<file path="config.mk">
export PLATFORM = sky130hd
export DESIGN_NAME = alm_err_monitor
export DESIGN_NICKNAME = d
export VERILOG_FILES = /design/src/rtl/alm_err_monitor.sv
export SDC_FILE = /design/constraint.sdc
export NUM_CORES = 1
export LEC_CHECK = 0
export CORE_MARGIN = 3
export CORE_UTILIZATION = 57
export CTS_BUF_LIST = sky130_fd_sc_hd__clkbuf_4 sky130_fd_sc_hd__clkbuf_8 sky130_fd_sc_hd__clkbuf_16
export DETAILED_ROUTE_END_ITERATION = 12
export GPL_ROUTABILITY_DRIVEN = 1
export PLACE_DENSITY = 0.82
export SETUP_SLACK_MARGIN = 0.5
export SYNTH_ARGS = -nofsm -noshare
export SYNTH_HDL_FRONTEND = slang
export SYNTH_SLANG_ARGS = --single-unit
</file>
<file path="constraint.sdc">
create_clock -name clk -period 5.2 [get_ports clk]
set_input_delay 0.52 -clock clk [delete_from_list [all_inputs] [get_ports clk]]
set_output_delay 0.52 -clock clk [all_outputs]
set_load 0.01 [all_outputs]
</file>
<file path="src/rtl/alm_err_monitor.sv">
// -----------------------------------------------------------------------------
// alm_err_monitor
//
// Error-statistics collector for approximate logarithmic multipliers. It accepts
// a valid/ready stream of (x, y, approximate product) samples. For each sample
// it computes the exact product, truncated to PW bits, and the absolute error
// distance. Over a programmed number of samples it accumulates:
//   - the sum of error distances
//   - the count of erroneous samples
//   - the count of nonzero exact products
//   - the worst-case error, with its operands and products
//
// Handshake: a sample transfers on a rising edge where in_valid && in_ready.
// in_ready depends only on the FSM state and the accepted-sample counter, never
// on in_valid. The producer may hold or drop in_valid at will.
//
// Ports
//   clk, rst_n          clock, synchronous active-low reset
//   start, n_samples    begin a run (ignored while busy); n_samples latched
//   in_valid/in_ready   sample handshake
//   in_x, in_y, in_p    operands and approximate product
//   busy, done          run in progress / results final
//   sum_ed .. max_approx  statistics
//   dbg_state           current FSM state (0 IDLE, 1 RUN, 2 DRAIN, 3 DONE)
// -----------------------------------------------------------------------------
module alm_err_monitor #(
  parameter int OPW  = 9,
  parameter int PW   = 17,
  parameter int CNTW = 20,
  parameter int ACCW = 37
) (
  input  logic            clk,
  input  logic            rst_n,
  input  logic            start,
  input  logic [CNTW-1:0] n_samples,
  input  logic            in_valid,
  output logic            in_ready,
  input  logic [OPW-1:0]  in_x,
  input  logic [OPW-1:0]  in_y,
  input  logic [PW-1:0]   in_p,
  output logic            busy,
  output logic            done,
  output logic [ACCW-1:0] sum_ed,
  output logic [CNTW-1:0] err_cnt,
  output logic [CNTW-1:0] nz_cnt,
  output logic [PW-1:0]   max_ed,
  output logic [OPW-1:0]  max_x,
  output logic [OPW-1:0]  max_y,
  output logic [PW-1:0]   max_exact,
  output logic [PW-1:0]   max_approx,
  output logic [1:0]      dbg_state
);

  typedef enum logic [1:0] {
    ST_IDLE  = 2'd0,
    ST_RUN   = 2'd1,
    ST_DRAIN = 2'd2,
    ST_DONE  = 2'd3
  } state_e;

  state_e          state_q, state_d;
  logic [CNTW-1:0] n_q;
  logic [CNTW-1:0] acc_q;

  // S1 registers
  logic            s1_v_q;
  logic [OPW-1:0]  s1_x_q, s1_y_q;
  logic [PW-1:0]   s1_p_q, s1_exact_q;
  // S2 registers
  logic            s2_v_q;
  logic [OPW-1:0]  s2_x_q, s2_y_q;
  logic [PW-1:0]   s2_p_q, s2_exact_q, s2_ed_q;
  // Statistics registers
  logic [ACCW-1:0] sum_q;
  logic [CNTW-1:0] err_q, nz_q;
  logic [PW-1:0]   max_ed_q, max_exact_q, max_approx_q;
  logic [OPW-1:0]  max_x_q, max_y_q;

  logic            start_acc;
  logic            hs;
  logic            last_hs;
  logic [PW-1:0]   exact_w;
  logic [PW:0]     diff_w;
  logic [PW-1:0]   ed_w;

  // Start only counts when no run is in progress.
  assign start_acc = start && (state_q == ST_IDLE || state_q == ST_DONE);
  assign in_ready  = (state_q == ST_RUN) && (acc_q < n_q);
  assign hs        = in_valid && in_ready;
  // acc_q < n_q whenever hs is high, so acc_q + 1 cannot wrap.
  assign last_hs   = hs && ((acc_q + CNTW'(1)) == n_q);

  // A PW-bit multiply yields the exact product already truncated to PW bits.
  assign exact_w = PW'(in_x) * PW'(in_y);

  // Subtract at PW+1 bits; the borrow bit selects the order of the operands,
  // so the magnitude always fits in PW bits.
  assign diff_w = {1'b0, s1_p_q} - {1'b0, s1_exact_q};
  assign ed_w   = diff_w[PW] ? (s1_exact_q - s1_p_q) : diff_w[PW-1:0];

  always_comb begin
    state_d = state_q;
    case (state_q)
      ST_IDLE, ST_DONE: begin
        if (start) state_d = (n_samples == '0) ? ST_DONE : ST_RUN;
      end
      ST_RUN: begin
        if (last_hs) state_d = ST_DRAIN;
      end
      ST_DRAIN: begin
        if (!s1_v_q && !s2_v_q) state_d = ST_DONE;
      end
      default: state_d = ST_IDLE;
    endcase
  end

  always_ff @(posedge clk) begin
    if (!rst_n) begin
      state_q      <= ST_IDLE;
      n_q          <= '0;
      acc_q        <= '0;
      s1_v_q       <= 1'b0;
      s1_x_q       <= '0;
      s1_y_q       <= '0;
      s1_p_q       <= '0;
      s1_exact_q   <= '0;
      s2_v_q       <= 1'b0;
      s2_x_q       <= '0;
      s2_y_q       <= '0;
      s2_p_q       <= '0;
      s2_exact_q   <= '0;
      s2_ed_q      <= '0;
      sum_q        <= '0;
      err_q        <= '0;
      nz_q         <= '0;
      max_ed_q     <= '0;
      max_x_q      <= '0;
      max_y_q      <= '0;
      max_exact_q  <= '0;
      max_approx_q <= '0;
    end else begin
      state_q <= state_d;

      if (start_acc) begin
        n_q   <= n_samples;
        acc_q <= '0;
      end else if (hs) begin
        acc_q <= acc_q + CNTW'(1);
      end

      // S1: capture the sample and its exact product.
      s1_v_q <= hs;
      if (hs) begin
        s1_x_q     <= in_x;
        s1_y_q     <= in_y;
        s1_p_q     <= in_p;
        s1_exact_q <= exact_w;
      end

      // S2: error distance.
      s2_v_q <= s1_v_q;
      if (s1_v_q) begin
        s2_x_q     <= s1_x_q;
        s2_y_q     <= s1_y_q;
        s2_p_q     <= s1_p_q;
        s2_exact_q <= s1_exact_q;
        s2_ed_q    <= ed_w;
      end

      // S3: commit statistics. The pipeline is empty whenever start is
      // accepted, so clearing and committing never collide.
      if (start_acc) begin
        sum_q        <= '0;
        err_q        <= '0;
        nz_q         <= '0;
        max_ed_q     <= '0;
        max_x_q      <= '0;
        max_y_q      <= '0;
        max_exact_q  <= '0;
        max_approx_q <= '0;
      end else if (s2_v_q) begin
        sum_q <= sum_q + ACCW'(s2_ed_q);
        if (s2_ed_q != '0)    err_q <= err_q + CNTW'(1);
        if (s2_exact_q != '0) nz_q  <= nz_q + CNTW'(1);
        // Strict compare: on a tie the earlier sample stays recorded.
        if (s2_ed_q > max_ed_q) begin
          max_ed_q     <= s2_ed_q;
          max_x_q      <= s2_x_q;
          max_y_q      <= s2_y_q;
          max_exact_q  <= s2_exact_q;
          max_approx_q <= s2_p_q;
        end
      end
    end
  end

  assign busy       = (state_q == ST_RUN) || (state_q == ST_DRAIN);
  assign done       = (state_q == ST_DONE);
  assign sum_ed     = sum_q;
  assign err_cnt    = err_q;
  assign nz_cnt     = nz_q;
  assign max_ed     = max_ed_q;
  assign max_x      = max_x_q;
  assign max_y      = max_y_q;
  assign max_exact  = max_exact_q;
  assign max_approx = max_approx_q;
  assign dbg_state  = state_q;

endmodule

</file>
==> impl_results.md <==
* Run status: finished clean
* Netlist Area Pre-Place at 0.0186 mm2
* Hold Crit Class: reg2reg
* Number of max-cap violations at 0
* Worst rel slew slack at 17.0%
* Die Height at about 190 um
* Clock tree buffer depth at 3
* Avg Vias per Cell at 5.64
* GRT Util Overall at 27.3%
* Post-detailed-route wirelength per cell at around 17 um
* R2R depth at 12
* Synth unique cells at 69
* Crit path capture type: flip-flop
* Num CTS Buffers at 35
* Hold Buf Count CTS at 0
* Die area at 0.0348 mm2
* Top cells by area, synth: dfxtp_1 34%, ha_1 8.8%, mux2i_1 8.3%
* Seq/Total Area, Yosys at 33.5%
* Clock Sinks at 311
* Worst-skew pair later-pin latency at ~0.52 ns
* Dpl cells at 2795
* Worst clock skew at roughly 0.028 ns
* Total wire length at 48.9 mm
* Antenna cells at 0
* CTS Root Buffer Type: clkbuf_16
* Largest net degree at the start of global routing at 110
* Leading cell type in the layout, fill and taps excluded: nand2_1
* Flop2flop setup slack at 1.28 ns
* 1st-pass router iterations at 5
* P&R area growth vs syn at 20.3%
* Initial cell density of the core at just under 60%
* Vias in the first global route at about 16000
* Reg-to-reg endpoint: s1_x_q[7]
* Met2 wire len at 23.1 mm
* Hold Path Stages at 2
* Data arrival, critical path at between 5 and 6 ns
* Gr ovfl total at 0
* Ratio of cells with drive above 1 in the final layout at between 5 and 6%
* CTS tree: built
* Synth Warn # at 0
* DR vias at approximately 16000
* Post-route insts no fill at 2858
* Pins over their slew limit at 0
* Detail Placement HPWL at 36.2 mm
* Ports at 210
* Startpoint types: primary input
* Die X-Extent at around 190 um
* Flops & latches, synth at 311
* Mapped Cells at between 2000 and 2500
* Metal3 WL at between 2 and 3 mm
* Final net count at between 2000 and 3000
* # port buffers at 209
* Pwr Density at 458 mW/mm2
* Mapped Nets at 2469
* Unrepaired setup endpoints after global routing: true
* Reg2reg start: n_q[15]
* Post-synth EDFFs at 0
* Post-route ant nets at 0
* GP Congestion at 0.935
* Worst EP required at 5.59 ns
* Crit Path Class: in2reg
* IR drop worst, VDD at slightly below 0.3 mV
* Std-Cell Rows at 65
* Tightest Pin Transition at roughly 1.2 ns
* CTS H-Tree Depth at 2
* Synth Flop Type: dfxtp_1
* Fmax at 0.214 GHz
* Min-delay src: max_y[5]
* Fin crit share at 89.9%
* Worst hold endpoint: max_y[5]
* Avg Inst Size Synth at 8.33 um2
* Core Util, Final at a little over two thirds
* Post-synth top area share at 33.5%
* Finish-stage setup viols at 0
* Lkg Pwr at around 0.0088 uW
* Hold Violations, Final at 0
* Core Region at ~0.032 mm2
* Minimum clock period at 4.68 ns
* Met1 wire length at 21.4 mm
* DRC viols at 0
* First-pass GRT wire length at 80.4 mm
* CTS clock-pin slew for the worst setup and hold paths at 0.06 ns
* Initial DRC count at 1085
* Most frequent cells in the layout: 363 x nand2_1, 310 x dfxtp_1, 201 x clkdlybuf4s50_1
* Ys async rst share at 0%
* Largest area contributor in the netlist: dfxtp_1
* Antenna violations before repair at 0
* Top Metal Used: met4
* Maximum fanout along the worst path at 3
-- kinds of logic (layout without fill, tap and decap cells) --
| group | after synthesis | count (layout) | share of synthesized area, % |
|---|---|---|---|
| simple gates | 837 | 837 | 20.7 |
| compound gates | 331 | 331 | 11.2 |
| xor+xnor | 116 | 116 | 5.47 |
| mux | 162 | 162 | 8.79 |
| buf+inv | 288 | 483 | 5.90 |
| fa+ha+maj | 183 | 183 | 14.4 |
| flops | 311 | 311 | 33.5 |
-- through the flow --
step | TNS [ns] | hold WS [ns] | setup slack, ns | total power (uW) | instance area, um2
3_3_place_gp | 0 | 0.443 | 0.111 | 7410 | 21100
6_report | 0 | 0.457 | 0.523 | 10200 | 22300
2_1_floorplan | 0 | 0.436 | 0.580 | 6260 | 18600
3_5_place_dp | -0.0427 | 0.449 | -0.0427 | 7520 | 21100
5_1_grt | 0 | 0.478 | 0.447 | 10900 | 22300
4_1_cts | 0 | 0.457 | 0.501 | 10200 | 22300
-- worst max-delay path by stage --
| stage | start | to | slack (ns) | depth (start not counted) |
|---|---|---|---|---|
| 2_1_floorplan | in_y[8] | s1_exact_q[15] | 0.58 | 18 |
| 6_report | in_y[8] | s1_exact_q[16] | 0.52 | 19 |
| 3_3_place_gp | in_x[3] | s1_exact_q[15] | 0.11 | 18 |
| 5_1_grt | in_y[8] | s1_exact_q[12] | 0.45 | 19 |
| 4_1_cts | in_x[3] | s1_exact_q[16] | 0.50 | 19 |
| 3_5_place_dp | in_x[3] | s1_exact_q[15] | -0.04 | 18 |
-- sequential cells by signal, indices dropped and copies added (netlist names) --
register / count
sum_ed: 37
acc_q: 20
err_cnt: 20
n_q: 20
nz_cnt: 20
max_approx: 17
max_ed: 17
max_exact: 17
s1_exact_q: 17
s1_p_q: 17
s2_ed_q: 17
s2_exact_q: 17
s2_p_q: 17
max_x: 9
max_y: 9
s1_x_q: 9
s1_y_q: 9
s2_x_q: 9
s2_y_q: 9
dbg_state: 2
s1_v_q: 1
s2_v_q: 1
-- layout make-up --
type                    instances  area, um2
clock buffers                  45        993
repair buffers                247       2390
fillers                      2504       9460
flip-flops and latches        311       6230
inverters                     174        656
clock inverters                17        221
well taps                     435        544
multi-input cells            1629      11300
-- synthesized netlist by cell type, types with 5 or more instances --
master and number:
a21oi_1 142, ha_1 130, a21boi_0 9, o211ai_1 14, nor4_1 16, nand3_1 56
and3_1 21, a21o_1 31, xnor2_1 68, xor2_1 48, buf_2 8, nor2_1 194
o21a_1 14, nand2_1 365, nand2b_1 7, or3_1 19, o21ai_0 49, clkbuf_1 89
nand3b_1 6, mux2i_1 154, dfxtp_1 311, fa_1 52, inv_1 173, and2_1 57
buf_1 13, and4_1 9, a221oi_1 5, nor3_1 17, nand4_1 29, or2_2 8
a211o_1 5, a31oi_1 9, a211oi_1 15, nor2b_1 14, mux2_2 8
-- where the power goes --
group	total [uW]	internal [uW]	leakage, uW	switching [uW]
Combinational	4760	1920	0.00571	2840
Clock	2580	1570	0.000611	1020
Sequential	2880	2580	0.00251	299
-- metal layers --
metal  GRT usage, %  vias to the layer above
met3           4.17                       96
met1           35.5                     7651
met2           47.0                      547
met4           8.75                        0
met5              0                        -
li1               -                     7838
-- timing repair --
action                                  4_1_cts  5_1_grt
buffers inserted                              0        1
pin swaps                                     0        8
resized for setup                             3       15
endpoints found under the setup margin        2        6
-- critical path, stage by stage --
cell	delay [ns]
clkdlybuf4s50_1	0.49
nand2_1	0.08
fa_1	0.52
fa_1	0.56
inv_1	0.06
fa_1	0.54
inv_1	0.06
fa_1	0.53
inv_1	0.05
ha_1	0.30
buf_4	0.15
o21ai_1	0.09
a21oi_2	0.07
o211ai_1	0.31
a21oi_2	0.14
nor4_1	0.23
o21bai_1	0.12
xnor2_1	0.15
o21ai_0	0.08
No activity file was read; power rests on OpenSTA's default activity.
